<file path="src/rtl/cla_pkg.sv">
// Shared definitions for the pipelined carry-lookahead adder/subtractor.
// Operation encoding, flag vector layout and carry-seed selection.
package cla_pkg;

    localparam logic [1:0] OP_ADD = 2'b00;
    localparam logic [1:0] OP_ADC = 2'b01;
    localparam logic [1:0] OP_SUB = 2'b10;
    localparam logic [1:0] OP_SBC = 2'b11;

    localparam int FLAG_C = 0;
    localparam int FLAG_V = 1;
    localparam int FLAG_Z = 2;
    localparam int FLAG_N = 3;
    localparam int FLAG_W = 4;

    // ADC and SBC both take the caller's carry; SUB forces the +1.
    function automatic logic carry_seed(input logic [1:0] op,
                                        input logic       c_in);
        logic seed;
        seed = 1'b0;
        unique case (1'b1)
            op == OP_ADD: seed = 1'b0;
            op == OP_SUB: seed = 1'b1;
            default:      seed = c_in;
        endcase
        return seed;
    endfunction

endpackage

</file>
<file path="src/rtl/cla_group.sv">
// GRP-bit carry-lookahead group: sum, group propagate/generate, carry out.
// Every internal carry is a flat lookahead term of the group input carry.
module cla_group #(
    parameter int GRP = 4
) (
    input  logic [GRP-1:0] a,
    input  logic [GRP-1:0] b,
    input  logic           ci,
    output logic [GRP-1:0] s,
    output logic           p,
    output logic           g,
    output logic           co
);

    logic [GRP-1:0] bp;
    logic [GRP-1:0] bg;
    logic [GRP-1:0] c;
    logic           pr;

    assign bp = a ^ b;
    assign bg = a & b;

    always_comb begin
        c    = '0;
        g    = 1'b0;
        pr   = 1'b0;
        c[0] = ci;
        for (int i = 1; i < GRP; i++) begin
            c[i] = bg[i-1];
            pr   = bp[i-1];
            for (int j = i - 2; j >= 0; j--) begin
                c[i] = c[i] | (pr & bg[j]);
                pr   = pr & bp[j];
            end
            c[i] = c[i] | (pr & ci);
        end
        for (int i = 0; i < GRP; i++) begin
            g = bg[i] | (bp[i] & g);
        end
    end

    assign p  = &bp;
    assign s  = bp ^ c;
    assign co = g | (p & ci);

endmodule

</file>
<file path="src/rtl/cla_pipe_adder.sv">
// Pipelined CLA adder/subtractor split into STAGES registered carry
// segments with skewed operands, deskewed sums and a valid/ready handshake.
module cla_pipe_adder
    import cla_pkg::*;
#(
    parameter int WIDTH  = 32,
    parameter int GRP    = 4,
    parameter int STAGES = 4,
    parameter int TAG_W  = 4
) (
    input  logic             clock,
    input  logic             clear_n,
    input  logic             in_valid,
    output logic             in_ready,
    input  logic [WIDTH-1:0] A,
    input  logic [WIDTH-1:0] B,
    input  logic             C_in,
    input  logic [1:0]       op,
    input  logic [TAG_W-1:0] tag_in,
    output logic             out_valid,
    input  logic             out_ready,
    output logic [WIDTH-1:0] S,
    output logic             C_out,
    output logic             V,
    output logic             Z,
    output logic             N,
    output logic [TAG_W-1:0] tag_out
);

    localparam int SEG  = WIDTH / STAGES;
    localparam int NG   = SEG / GRP;
    localparam int LAST = STAGES - 1;

    logic             adv;
    logic [WIDTH-1:0] b_eff;
    logic             seed;

    assign adv      = !out_valid || out_ready;
    assign in_ready = adv;
    assign b_eff    = op[1] ? ~B : B;
    assign seed     = carry_seed(op, C_in);

    for (genvar k = 0; k < STAGES; k++) begin : g_seg
        localparam int REM = WIDTH - (k + 1) * SEG;

        logic [SEG-1:0]       a_s;
        logic [SEG-1:0]       b_s;
        logic [SEG-1:0]       s_s;
        logic                 c_i;
        logic                 v_i;
        logic                 c_o;
        logic [TAG_W-1:0]     t_i;
        logic [(k+1)*SEG-1:0] s_d;
        logic [(k+1)*SEG-1:0] s_q;
        logic                 c_q;
        logic                 v_q;
        logic [TAG_W-1:0]     t_q;

        if (k == 0) begin : g_src
            assign a_s = A[SEG-1:0];
            assign b_s = b_eff[SEG-1:0];
            assign c_i = seed;
            assign v_i = in_valid;
            assign t_i = tag_in;
            assign s_d = s_s;
        end else begin : g_src
            assign a_s = g_seg[k-1].g_op.a_q[SEG-1:0];
            assign b_s = g_seg[k-1].g_op.b_q[SEG-1:0];
            assign c_i = g_seg[k-1].c_q;
            assign v_i = g_seg[k-1].v_q;
            assign t_i = g_seg[k-1].t_q;
            assign s_d = {s_s, g_seg[k-1].s_q};
        end

        // Operand bits for later segments ride along one stage per segment.
        if (k < LAST) begin : g_op
            logic [REM-1:0] a_d;
            logic [REM-1:0] b_d;
            logic [REM-1:0] a_q;
            logic [REM-1:0] b_q;

            if (k == 0) begin : g_ld
                assign a_d = A[WIDTH-1:SEG];
                assign b_d = b_eff[WIDTH-1:SEG];
            end else begin : g_ld
                assign a_d = g_seg[k-1].g_op.a_q[REM+SEG-1:SEG];
                assign b_d = g_seg[k-1].g_op.b_q[REM+SEG-1:SEG];
            end

            always_ff @(posedge clock or negedge clear_n) begin
                if (!clear_n) begin
                    a_q <= '0;
                    b_q <= '0;
                end else if (adv) begin
                    a_q <= a_d;
                    b_q <= b_d;
                end
            end
        end

        for (genvar j = 0; j < NG; j++) begin : g_grp
            logic       ci_g;
            logic       co_g;
            logic [1:0] pg_unused;

            if (j == 0) begin : g_ci
                assign ci_g = c_i;
            end else begin : g_ci
                assign ci_g = g_grp[j-1].co_g;
            end

            cla_group #(
                .GRP(GRP)
            ) u_grp (
                .a  (a_s[j*GRP +: GRP]),
                .b  (b_s[j*GRP +: GRP]),
                .ci (ci_g),
                .s  (s_s[j*GRP +: GRP]),
                .p  (pg_unused[1]),
                .g  (pg_unused[0]),
                .co (co_g)
            );
        end

        assign c_o = g_grp[NG-1].co_g;

        always_ff @(posedge clock or negedge clear_n) begin
            if (!clear_n) begin
                v_q <= 1'b0;
                t_q <= '0;
                c_q <= 1'b0;
                s_q <= '0;
            end else if (adv) begin
                v_q <= v_i;
                t_q <= t_i;
                c_q <= c_o;
                s_q <= s_d;
            end
        end

        if (k == LAST) begin : g_fl
            logic c_msb;
            logic ovf_q;

            // Carry into the MSB recovered from the MSB sum bit.
            assign c_msb = s_s[SEG-1] ^ a_s[SEG-1] ^ b_s[SEG-1];

            always_ff @(posedge clock or negedge clear_n) begin
                if (!clear_n) begin
                    ovf_q <= 1'b0;
                end else if (adv) begin
                    ovf_q <= c_msb ^ c_o;
                end
            end
        end
    end

    logic [FLAG_W-1:0] flags;

    assign S         = g_seg[LAST].s_q;
    assign out_valid = g_seg[LAST].v_q;
    assign tag_out   = g_seg[LAST].t_q;

    always_comb begin
        flags         = '0;
        flags[FLAG_C] = g_seg[LAST].c_q;
        flags[FLAG_V] = g_seg[LAST].g_fl.ovf_q;
        flags[FLAG_Z] = (S == '0);
        flags[FLAG_N] = S[WIDTH-1];
    end

    assign C_out = flags[FLAG_C];
    assign V     = flags[FLAG_V];
    assign Z     = flags[FLAG_Z];
    assign N     = flags[FLAG_N];

endmodule

</file>
<file path="config.mk">
export PLATFORM = sky130hd
export DESIGN_NAME = cla_pipe_adder
export DESIGN_NICKNAME = d
export VERILOG_FILES = /design/src/rtl/cla_pkg.sv /design/src/rtl/cla_group.sv /design/src/rtl/cla_pipe_adder.sv
export SDC_FILE = /design/constraint.sdc
export NUM_CORES = 1
export LEC_CHECK = 0
export BUFFER_PORTS_ARGS = -buffer_cell sky130_fd_sc_hd__buf_2
export CORE_ASPECT_RATIO = 1.25
export CORE_MARGIN = 1
export CORE_UTILIZATION = 30
export DETAILED_ROUTE_END_ITERATION = 10
export PLACE_DENSITY = 0.58
export SLEW_MARGIN = 20
export SYNTH_ARGS = -nofsm -noshare
export SYNTH_HDL_FRONTEND = slang
export SYNTH_HIERARCHICAL = 1
export SYNTH_SLANG_ARGS = --single-unit
</file>
<file path="constraint.sdc">
create_clock -name clock -period 3 [get_ports clock]
set_input_delay 0.3 -clock clock [delete_from_list [all_inputs] [get_ports clock]]
set_output_delay 0.3 -clock clock [all_outputs]
set_load 0.05 [all_outputs]
</file>
# Word level (Yosys, flattened, before mapping)
# Cells that the tools add are included.
[classes]
n_eq_ne = 1
mux = 2
bitwise = 196
reduce_logical = 12
[op_table]
columns = ["op", "n"]
rows = [
  ["bitwise AND 1 bit", 96],
  ["OR 1 bit", 72],
  ["XOR 4 bit", 16],
  ["bitwise AND 4 bit", 8],
  ["logical NOT 32 bit", 1],
  ["2-to-1 mux 32 bit", 1],
  ["NOT 32 bit", 1],
  ["AND reduction 4 bit", 8],
  ["XOR 1 bit", 3],
  ["equality test 2 bit (second input constant)", 1],
  ["logical NOT 2 bit", 1],
  ["one-hot mux 1 bit (2 select lines)", 1],
  ["logical NOT 1 bit", 1],
  ["logical OR 1 bit", 1],
]
[word_totals]
ff_bits = 201
inputBits = 75

# Logic depth before layout (Yosys ltp)
# Gate-level depths: netlist of run 1.
[depth]
word_depth = 14
mapped_depth = 11
mapped_depth_nobuf = 10

# Cells and area by module
# Netlist of run 1, hierarchy kept.
[modules_own_cells]
columns = ["module", "instances", "cells_each", "area_per_inst_um2", "seq_area_each_um2"]
rows = [
  ["cla_pipe_adder", 1, 505, 8705.8, 5029.8],
  ["cla_group (g_seg[0].g_grp[0].u_grp ...)", 4, 22, 176.4, 0.0],
  ["cla_group (g_seg[1].g_grp[1].u_grp ...)", 4, 23, 173.9, 0.0],
]

# Worst setup path before layout of run 1
# OpenSTA, ideal clock, no wires.
[synth_path]
kind = "in2reg"
start = "input port op[1]"
end = "register g_seg[0].c_q"
setup_time_ns = 0.125
arrival_ns = 2.515
path_slack_ns = 0.360
stages = 11
cell_sequence = "buf_4 > buf_2 > xor2_1 > ha_1 > a21o_1 > a31o_1 > a21o_1 > a21o_1 > a31o_1 > a21o_1 > mux2_4"
[synth_via]
elab_chain_len = 11
elab_cells_between_ends = 26
classes_between = "eq/ne: 1; mux: 2; bitwise: 20; reduce/logical: 3"
[synth_lines]
columns = ["item", "line", "source"]
rows = [
  ["start: declaration", "cla_pipe_adder.sv:18", "input logic [1:0] op,"],
  ["2-to-1 mux 32 bit (*)", "cla_pipe_adder.sv:40", "assign b_eff = op[1] ? ~B : B;"],
  ["via b_eff[0]", "cla_pipe_adder.sv:35", "logic [WIDTH-1:0] b_eff;"],
  ["bitwise AND 4 bit", "cla_group.sv:21", "assign bg = a & b;"],
  ["bitwise AND 1 bit", "cla_group.sv:38", "g = bg[i] | (bp[i] & g);"],
  ["OR 1 bit", "cla_group.sv:38", ""],
  ["bitwise AND 1 bit", "cla_group.sv:38", ""],
  ["OR 1 bit", "cla_group.sv:38", ""],
  ["bitwise AND 1 bit", "cla_group.sv:38", ""],
  ["OR 1 bit", "cla_group.sv:38", ""],
  ["OR 1 bit (*)", "cla_group.sv:44", "assign co = g | (p & ci);"],
  ["via g_seg[0].g_grp[0].co_g", "cla_pipe_adder.sv:103", "logic co_g;"],
  ["bitwise AND 1 bit (*)", "cla_group.sv:44", ""],
  ["OR 1 bit (*)", "cla_group.sv:44", ""],
  ["via g_seg[0].c_o", "cla_pipe_adder.sv:51", "logic c_o;"],
  ["end signal: assignment", "cla_pipe_adder.sv:136", "c_q <= c_o;"],
  ["end: declaration", "cla_pipe_adder.sv:55", "logic c_q;"],
]
# The timed path passes the listed nets; every way through them passes the cells marked *.
# A chain may end at the register's enable or synchronous reset.

# Worst setup path in the final report of run 1
[layout_path]
start = "register g_seg[2].g_op.a_q[0]"
end = "register g_seg[3].g_fl.ovf_q (netlist: V)"
[layout_via]
elab_cells_between_ends = 19
classes_between = "bitwise: 18; reduce/logical: 1"
[layout_lines]
columns = ["item", "line", "source"]
rows = [
  ["start: declaration", "cla_pipe_adder.sv:79", "logic [REM-1:0] a_q;"],
  ["start signal: assignment", "cla_pipe_adder.sv:92", "a_q <= '0;"],
  ["start signal: assignment", "cla_pipe_adder.sv:95", "a_q <= a_d;"],
  ["bitwise AND 4 bit", "cla_group.sv:21", ""],
  ["bitwise AND 1 bit", "cla_group.sv:38", ""],
  ["OR 1 bit", "cla_group.sv:38", ""],
  ["bitwise AND 1 bit", "cla_group.sv:38", ""],
  ["OR 1 bit", "cla_group.sv:38", ""],
  ["bitwise AND 1 bit", "cla_group.sv:38", ""],
  ["OR 1 bit", "cla_group.sv:38", ""],
  ["OR 1 bit (*)", "cla_group.sv:44", ""],
  ["via g_seg[3].g_grp[0].co_g", "cla_pipe_adder.sv:103", ""],
  ["bitwise AND 1 bit (*)", "cla_group.sv:44", ""],
  ["OR 1 bit (*)", "cla_group.sv:44", ""],
  ["via g_seg[3].c_o", "cla_pipe_adder.sv:51", ""],
  ["XOR 1 bit (*)", "cla_pipe_adder.sv:152", "ovf_q <= c_msb ^ c_o;"],
  ["end signal: assignment", "cla_pipe_adder.sv:152", ""],
  ["end: declaration", "cla_pipe_adder.sv:143", "logic ovf_q;"],
]
# Marked as above.

==> results of run 1 <==
==> metrics by stage <==
| stage | area, sq um | hold slack (ps) | cells | total power (uW) |
|---|---|---|---|---|
| after floorplan | 9890 | 4.41 | 641 | 10200 |
| after global placement | 10800 | 350 | 1158 | 11200 |
| after detailed placement | 10800 | 357 | 1158 | 11300 |
| after CTS | 11800 | 0.713 | 1218 | 14500 |
| after global routing | 11800 | 7.95 | 1218 | 15200 |
| final | 11800 | 30.0 | 1219 | 14200 |
==> worst max-delay path, stage by stage (launching register included) <==
cell,delay (ps)
dfrtp_1,400
ha_1,310
a21o_1,200
a31o_1,250
a21o_1,200
a21o_1,170
a31o_1,240
a21o_1,200
xnor2_1,170
xnor2_1,130
a21oi_1,80
==> final timing paths <==
check | end | cells past startpoint | start
max reg2reg | V | 10 | g_seg[2].g_op.a_q[0]
max | V | 10 | g_seg[2].g_op.a_q[0]
max in group asynchronous | g_seg[2].g_op.b_q[1] | 3 | clear_n
min in group asynchronous | g_seg[0].t_q[3] | 2 | clear_n
min reg2reg | S[18] | 1 | g_seg[2].s_q[18]
min | g_seg[0].t_q[1] | 2 | tag_in[1]
==> flip-flops by register name, indices dropped and copies added, names as in the netlist <==
register and flops:
g_seg.g_op.b_q 48, g_seg.g_op.a_q 48, g_seg.c_q 3, g_seg.t_q 12, tag_out 4, V 1
g_seg.s_q 48, C_out 1, S 32, g_seg.v_q 3, out_valid 1
==> power by group through the flow <==
stage          Combinational [uW]  Clock [uW]  Sequential (uW)
3_3_place_gp                 6290           0             4870
5_1_grt                      6850        3300             5000
4_1_cts                      6430        3190             4870
2_1_floorplan                4620           0             5540
3_5_place_dp                 6380           0             4900
6_report                     6330        3060             4840
==> what timing repair did <==
action / CTS / global route
setup buffers: 0 / 0
hold buffers: 16 / 0
hold endpoints to repair: 76 / 0
==> final cells by class <==
class,instances,area [sq um]
Inverter,32,120
Clock inverter,9,126
Timing Repair Buffer,151,992
Tap cell,412,515
Fill cell,3122,20300
Antenna cell,1,2.50
Multi-Input combinational cell,378,4340
Sequential cell,201,5030
Clock buffer,35,723
==> per-layer routing <==
| layer | global-route usage, % | routed length (um) |
|---|---|---|
| met5 | 0 | 13 |
| met4 | 3.21 | 310 |
| met3 | 2.02 | 736 |
| met2 | 18.7 | 8830 |
| met1 | 14.2 | 8230 |
==> reports/results.txt, run 1 <==
Power Internal = 9360 uW
Area Overhead vs Synth = 19.8%
Net switching power = 4870 uW
Clk sinks = 201
Leak pwr = 0.00587 uW
Starting Density = 30.8%
Clk root buf = clkbuf_16
Row cnt = 73
Worst Tran Pin Value = 828 ps
Drt total wl = 18100 um
Clock slew at reported path FFs = 60 ps
I/O Pins = 117
GRT overflow = 0
Core area = 32200 sq um
H-tree depth = 1
Initial antenna violation count = 1
Highest clock rate = 406 MHz
Router iterations before antenna repair = 4
DP HPWL = 12300 um
Slew HR = 44.8%
Vias post-DR = 5184
Pwr/cell area = 1200 nW/um^2
Status = complete, no violations
Resized Gates After CTS = 0
Clock buffer depth = 3
Synthesized netlist cell count = 641
Fin nets = 903
Final Cycle Share = 82.1%
Max-cap violations = 0
Die width = 164 um
First DRT Iteration DRCs = 158
Synth Net Count = 756
Final Critical Period = 2460 ps
Most frequent cells in the layout = 201 x dfrtp_1, 175 x mux2_4, 115 x buf_2
Worst-path maximum fanout = 3
Sw Share = 34.2%
Setup WS post-layout = 538 ps
Number of vias per cell = 4.25
Critical path class = reg -> reg
Max-slew violations = 0
Die H = 205 um
Finish-stage setup viols = 0
IO Port Bufs = 116
Crit end category = flip-flop
Synth warn = 6
Critical Path Start Type = flip-flop
Setup tns final = 0 ps
RD Place Congestion = 0.734
Commonest non-fill, non-tap cell in the layout = dfrtp_1
Final Util = 36.8%
Num CTS Buffers = 24
WL/cell = 14.9 um
Post-route DRC violation count = 0
CTS tree = built
Post-Syn Area = 9890 sq um
Hold Fails Final Rpt = 0
Worst reg-to-reg setup slack = 540 ps
Crit path arrival time = 2850 ps
Skew final = 14.3 ps
CP Data Required Time = 3390 ps
Largest net degree at the start of global routing = 66
Clock latency on the worst-skew pair = 510 ps
Layout cells sized above 1 = 44.7%
Total GRT Usage = 11.0%
RSZ-0062 raised after global routing = no
Syn avg cell area = 15.4 sq um
Post-route ant nets = 0
Die footprint = 33700 sq um
Comb power frac = 44.5%
Hold Path Class = in -> reg
First-pass GRT wire length = 29200 um
Vias in the first global route = 5467
Pre-CTS setup slack = 332 ps
Clock group share of total power = 21.5%
Max IR drop VDD = 0.000717 V
Seq pwr share = 34.0%
Power figures use the tool's default switching activity.
==> run 2, diff against run 1 <==
clock period = 2.5 ns   (was 3 ns; I/O delays follow)
==> reports/results.txt, run 2 (same netlist as run 1, synthesis figures left out) <==
Status = complete, no violations
Die width = 164 um
Setup tns final = 0 ps
Worst hold slack = 23.0 ps
Highest clock rate = 429 MHz
Setup WS post-layout = 169 ps
RD Place Congestion = 0.720
GRT overflow = 0
Most frequent cells in the layout = 201 x dfrtp_1, 175 x mux2_4, 115 x buf_2
CP peak stage delay = 380 ps
Commonest non-fill, non-tap cell in the layout = dfrtp_1
Max-slew violations = 0
First DRT Iteration DRCs = 191
Max IR drop VDD = 0.00108 V
Crit path arrival time = 2720 ps
Slowest CP cell = dfrtp_1
Largest net degree at the start of global routing = 75
Top delay family on crit path = compound AO/OA/AOI/OAI gates
Skew final = 7.80 ps
Fin cells = 1238
R2r endpoint = g_seg[2].c_q
Bufs and invs on worst path = 0
Row cnt = 73
Worst r2r path cells = 8
Core area = 32200 sq um
Vias post-DR = 5262
Die footprint = 33700 sq um
Reg-to-reg startpoint = g_seg[1].g_op.a_q[2]
Pwr/cell area = 1410 nW/um^2
Critical Path Start Type = flip-flop
Total placed cells including tap cells = 1158
Vias in the first global route = 5480
Post-route ant nets = 0
Worst-path cell chain = ha_1, a21o_1, a31o_1, a21o_1, a21o_1, a31o_1, a21o_1, mux2_4
Clock slew at reported path FFs = 60 ps
Clk root buf = clkbuf_16
Critical path class = reg -> reg
Critical path origin = g_seg[1].g_op.a_q[2]
Number of vias per cell = 4.25
WL/cell = 14.4 um
Crit end category = flip-flop
I/O Pins = 117
Starting Density = 30.8%
CP most frequent cell = a21o_1
Hold Fails Final Rpt = 0
H-tree depth = 1
Slew HR = 59.1%
Clock latency on the worst-skew pair = 510 ps
Initial antenna violation count = 0
Num CTS Buffers = 24
Die H = 205 um
CP Data Required Time = 2890 ps
Final Util = 37.3%
Clock buffer depth = 3
Layout cells sized above 1 = 44.6%
IO Port Bufs = 116
Hold Path Class = in -> reg
Worst-path maximum fanout = 3
Largest regs = g_seg.g_op.a_q: 48 flops, g_seg.g_op.b_q: 48 flops, g_seg.s_q: 48 flops
Stages on worst setup path = 8
Drt total wl = 17800 um
Router iterations before antenna repair = 3
CTS tree = built
Post-route DRC violation count = 0
Finish-stage setup viols = 0
Worst reg-to-reg setup slack = 170 ps
Max-cap violations = 0
Final Critical Period = 2330 ps
First-pass GRT wire length = 29000 um
Total GRT Usage = 10.8%
Hold Crit Start = B[21]
Crit path to = g_seg[2].c_q
Leak pwr = 0.00592 uW
DP HPWL = 12200 um
Area Overhead vs Synth = 21.3%
Worst Tran Pin Value = 613 ps
Fin nets = 922
RSZ-0062 raised after global routing = no
Final Cycle Share = 93.2%
Clk sinks = 201
Pre-CTS setup slack = -48.4 ps
[run 2: changes by cell type in the layout (fill, tap and decap cells not counted), sizes merged]
cell / previous run / this run
dlygate4sd3: 16 / 34
bufinv: 3 / 1
clkinv: 5 / 7
buf: 134 / 135
clkbuf: 36 / 35
inv: 32 / 33
[run 2: layout make-up]
cell class / count / area, sq um
antenna: 1 / 2.50
clock buffer: 34 / 709
clock inverter: 10 / 81.3
fill: 3082 / 20200
inverter: 32 / 120
multi-input combinational: 378 / 4390
sequential: 201 / 5030
tap: 412 / 515
timing repair buffer: 170 / 1140
[run 2: how the worst min path moves through the flow]
stage	to	slack, ps	cells past startpoint
global route	g_seg[0].g_op.b_q[2]	20	3
detailed placement	g_seg[0].g_op.a_q[15]	320	1
finish	g_seg[0].g_op.b_q[13]	20	3
CTS	g_seg[0].g_op.b_q[23]	0.3	3
floorplan	C_out	-50	0
global placement	tag_out[3]	320	1
[run 2: metal layers]
layer	vias up	routed length, um	track usage [%]
li1	2559	-	-
met1	2597	8240	14.2
met2	78	8500	18.0
met3	28	666	1.94
met4	0	367	3.37
met5	-	0	0
[run 2: worst reg2reg max path: cells and delay by family, from the launching register on]
family / cells / cell delay [ps]
fa+ha+maj: 1 / 340
mux: 1 / 250
compound gates: 6 / 1240
flops: 1 / 380
[run 2: per-stage QoR]
stage	cell area [sq um]	power (uW)
6_report	12000	16900
5_1_grt	12000	18100
4_1_cts	11900	17100
3_5_place_dp	10800	13500
3_3_place_gp	10800	13300
2_1_floorplan	9890	12200
[run 2: repair_timing]
item	in CTS	in global routing
setup endpoints to repair	1	2
hold buffers	34	0
pin swaps	0	6
gates resized for setup	3	4
endpoints found under the hold margin	99	0
buffers inserted	0	1
[run 2: where the power goes]
part           internal (uW)  total, uW  leakage (uW)  switching, uW
Clock                   2080       3430      0.000395           1350
Combinational           4200       7660       0.00321           3460
Sequential              4770       5830       0.00232           1060
Total                  11000      16900       0.00592           5880
==> run 3, diff against run 2 <==
CORE_UTILIZATION = 61   (was 30)
CTS_BUF_LIST = sky130_fd_sc_hd__clkbuf_8   (was default)
PLACE_DENSITY = 0.94   (was 0.58)
==> reports/results.txt, run 3 (same netlist as run 1, synthesis figures left out) <==
Status = complete, no violations
Drt total wl = 18700 um
Total Power = 16500 uW
Die H = 144 um
CP Data Required Time = 2900 ps
CTS tree = built
Vias post-DR = 5532
H-tree depth = 1
Hold Crit Start = B[23]
Crit end category = flip-flop
Clock latency on the worst-skew pair = 540 ps
Vias in the first global route = 6117
Number of vias per cell = 5.22
DP HPWL = 11700 um
Initial antenna violation count = 1
R2r endpoint = V
Commonest non-fill, non-tap cell in the layout = dfrtp_1
WL/cell = 17.7 um
Max IR drop VDD = 0.000722 V
Num CTS Buffers = 30
Worst Tran Pin Value = 635 ps
Starting Density = 63.0%
Row cnt = 51
Hold Path Class = in -> reg
Leak pwr = 0.00594 uW
Largest net degree at the start of global routing = 76
Post-route DRC violation count = 0
First DRT Iteration DRCs = 239
Max-slew violations = 0
Core area = 15700 sq um
Final Critical Period = 2470 ps
Final instance area = 11700 sq um
WHS Path Cells = 3
Crit path arrival time = 2870 ps
Area Overhead vs Synth = 18.2%
Pwr/cell area = 1410 nW/um^2
Final Util = 74.5%
Worst r2r path cells = 10
GRT overflow = 0
Critical path class = reg -> reg
Skew final = 15.1 ps
Clk root buf = clkbuf_8
Max-cap violations = 0
Worst reg-to-reg setup slack = 30 ps
Finish-stage setup viols = 0
Slew HR = 57.7%
Highest clock rate = 405 MHz
Clock slew at reported path FFs = 70 ps
Hold worst-path end = g_seg[0].g_op.b_q[15]
Fin nets = 938
Worst-path maximum fanout = 3
Hold Fails Final Rpt = 0
Largest regs = g_seg.g_op.a_q: 48 flops, g_seg.g_op.b_q: 48 flops, g_seg.s_q: 48 flops
Layout cells sized above 1 = 43.3%
RSZ-0062 raised after global routing = yes
Reg-to-reg startpoint = g_seg[2].g_op.a_q[0]
Die width = 116 um
Clock buffer depth = 3
Most frequent cells in the layout = 201 x dfrtp_1, 175 x mux2_4, 115 x buf_2
Total GRT Usage = 23.6%
IO Port Bufs = 116
Final Cycle Share = 98.7%
RD Place Congestion = 0.761
Clk sinks = 201
Critical Path Start Type = flip-flop
Router iterations before antenna repair = 4
Die footprint = 16700 sq um
Placed Area = 10600 sq um
I/O Pins = 117
First-pass GRT wire length = 30700 um
Post-route ant nets = 0
-- run 3: worst max path at each step --
stage,from,endpoint,slack [ps],cells after the start
floorplan,op[1],g_seg[0].c_q,7,11
global placement,op[1],g_seg[0].c_q,80,10
detailed placement,g_seg[2].g_op.a_q[2],V,-7,10
CTS,g_seg[2].g_op.a_q[0],V,10,10
global route,g_seg[2].g_op.a_q[0],V,-60,10
finish,g_seg[2].g_op.a_q[0],V,30,10
-- run 3: per-stage QoR --
stage,std cells,setup TNS [ps],setup WS [ps],hold slack (ps)
after floorplan,641,0,7.48,-45.6
after detailed placement,955,-7.18,-7.18,322
after CTS,1058,0,12.3,1.64
final,1059,0,32.6,48.5
after global placement,955,0,79.1,317
after global routing,1059,-55.9,-55.9,19.9
-- run 3: worst max-delay path, stage by stage, from the launching register on --
cell and delay [ps]:
dfrtp_1 410, ha_1 290, a21o_1 170, a31o_1 230, a21o_1 170, a21o_1 200
a31o_1 220, a21o_1 210, xnor2_2 150, xnor2_1 190, a21oi_1 90
-- run 3: final cells by class --
class / instances / area, sq um
clock buffers: 41 / 564
well taps: 212 / 265
diodes: 1 / 2.50
repair buffers: 180 / 1290
inverters: 32 / 120
multi-input cells: 378 / 4360
fillers: 952 / 4010
clock inverters: 14 / 57.6
flip-flops and latches: 201 / 5030
-- run 3: metal layers --
metal / part of all wire [%] / track usage [%] / up-vias
met5: 0 / 0 / -
met4: 2.7 / 8.50 / 0
met3: 3.4 / 3.27 / 44
met2: 53 / 42.4 / 120
met1: 41 / 28.7 / 2800
li1: - / - / 2568
-- run 3: what timing repair did --
item,4_1_cts,5_1_grt
hold endpoints to repair,118,0
buffers inserted,1,0
pin swaps,2,9
setup endpoints to repair,1,1
gates resized for setup,3,0
hold buffers,47,0
-- run 3: power by group --
part	internal [uW]	switching (uW)
sequential	4760	1100
combinational	4240	3660
clock	1450	1250
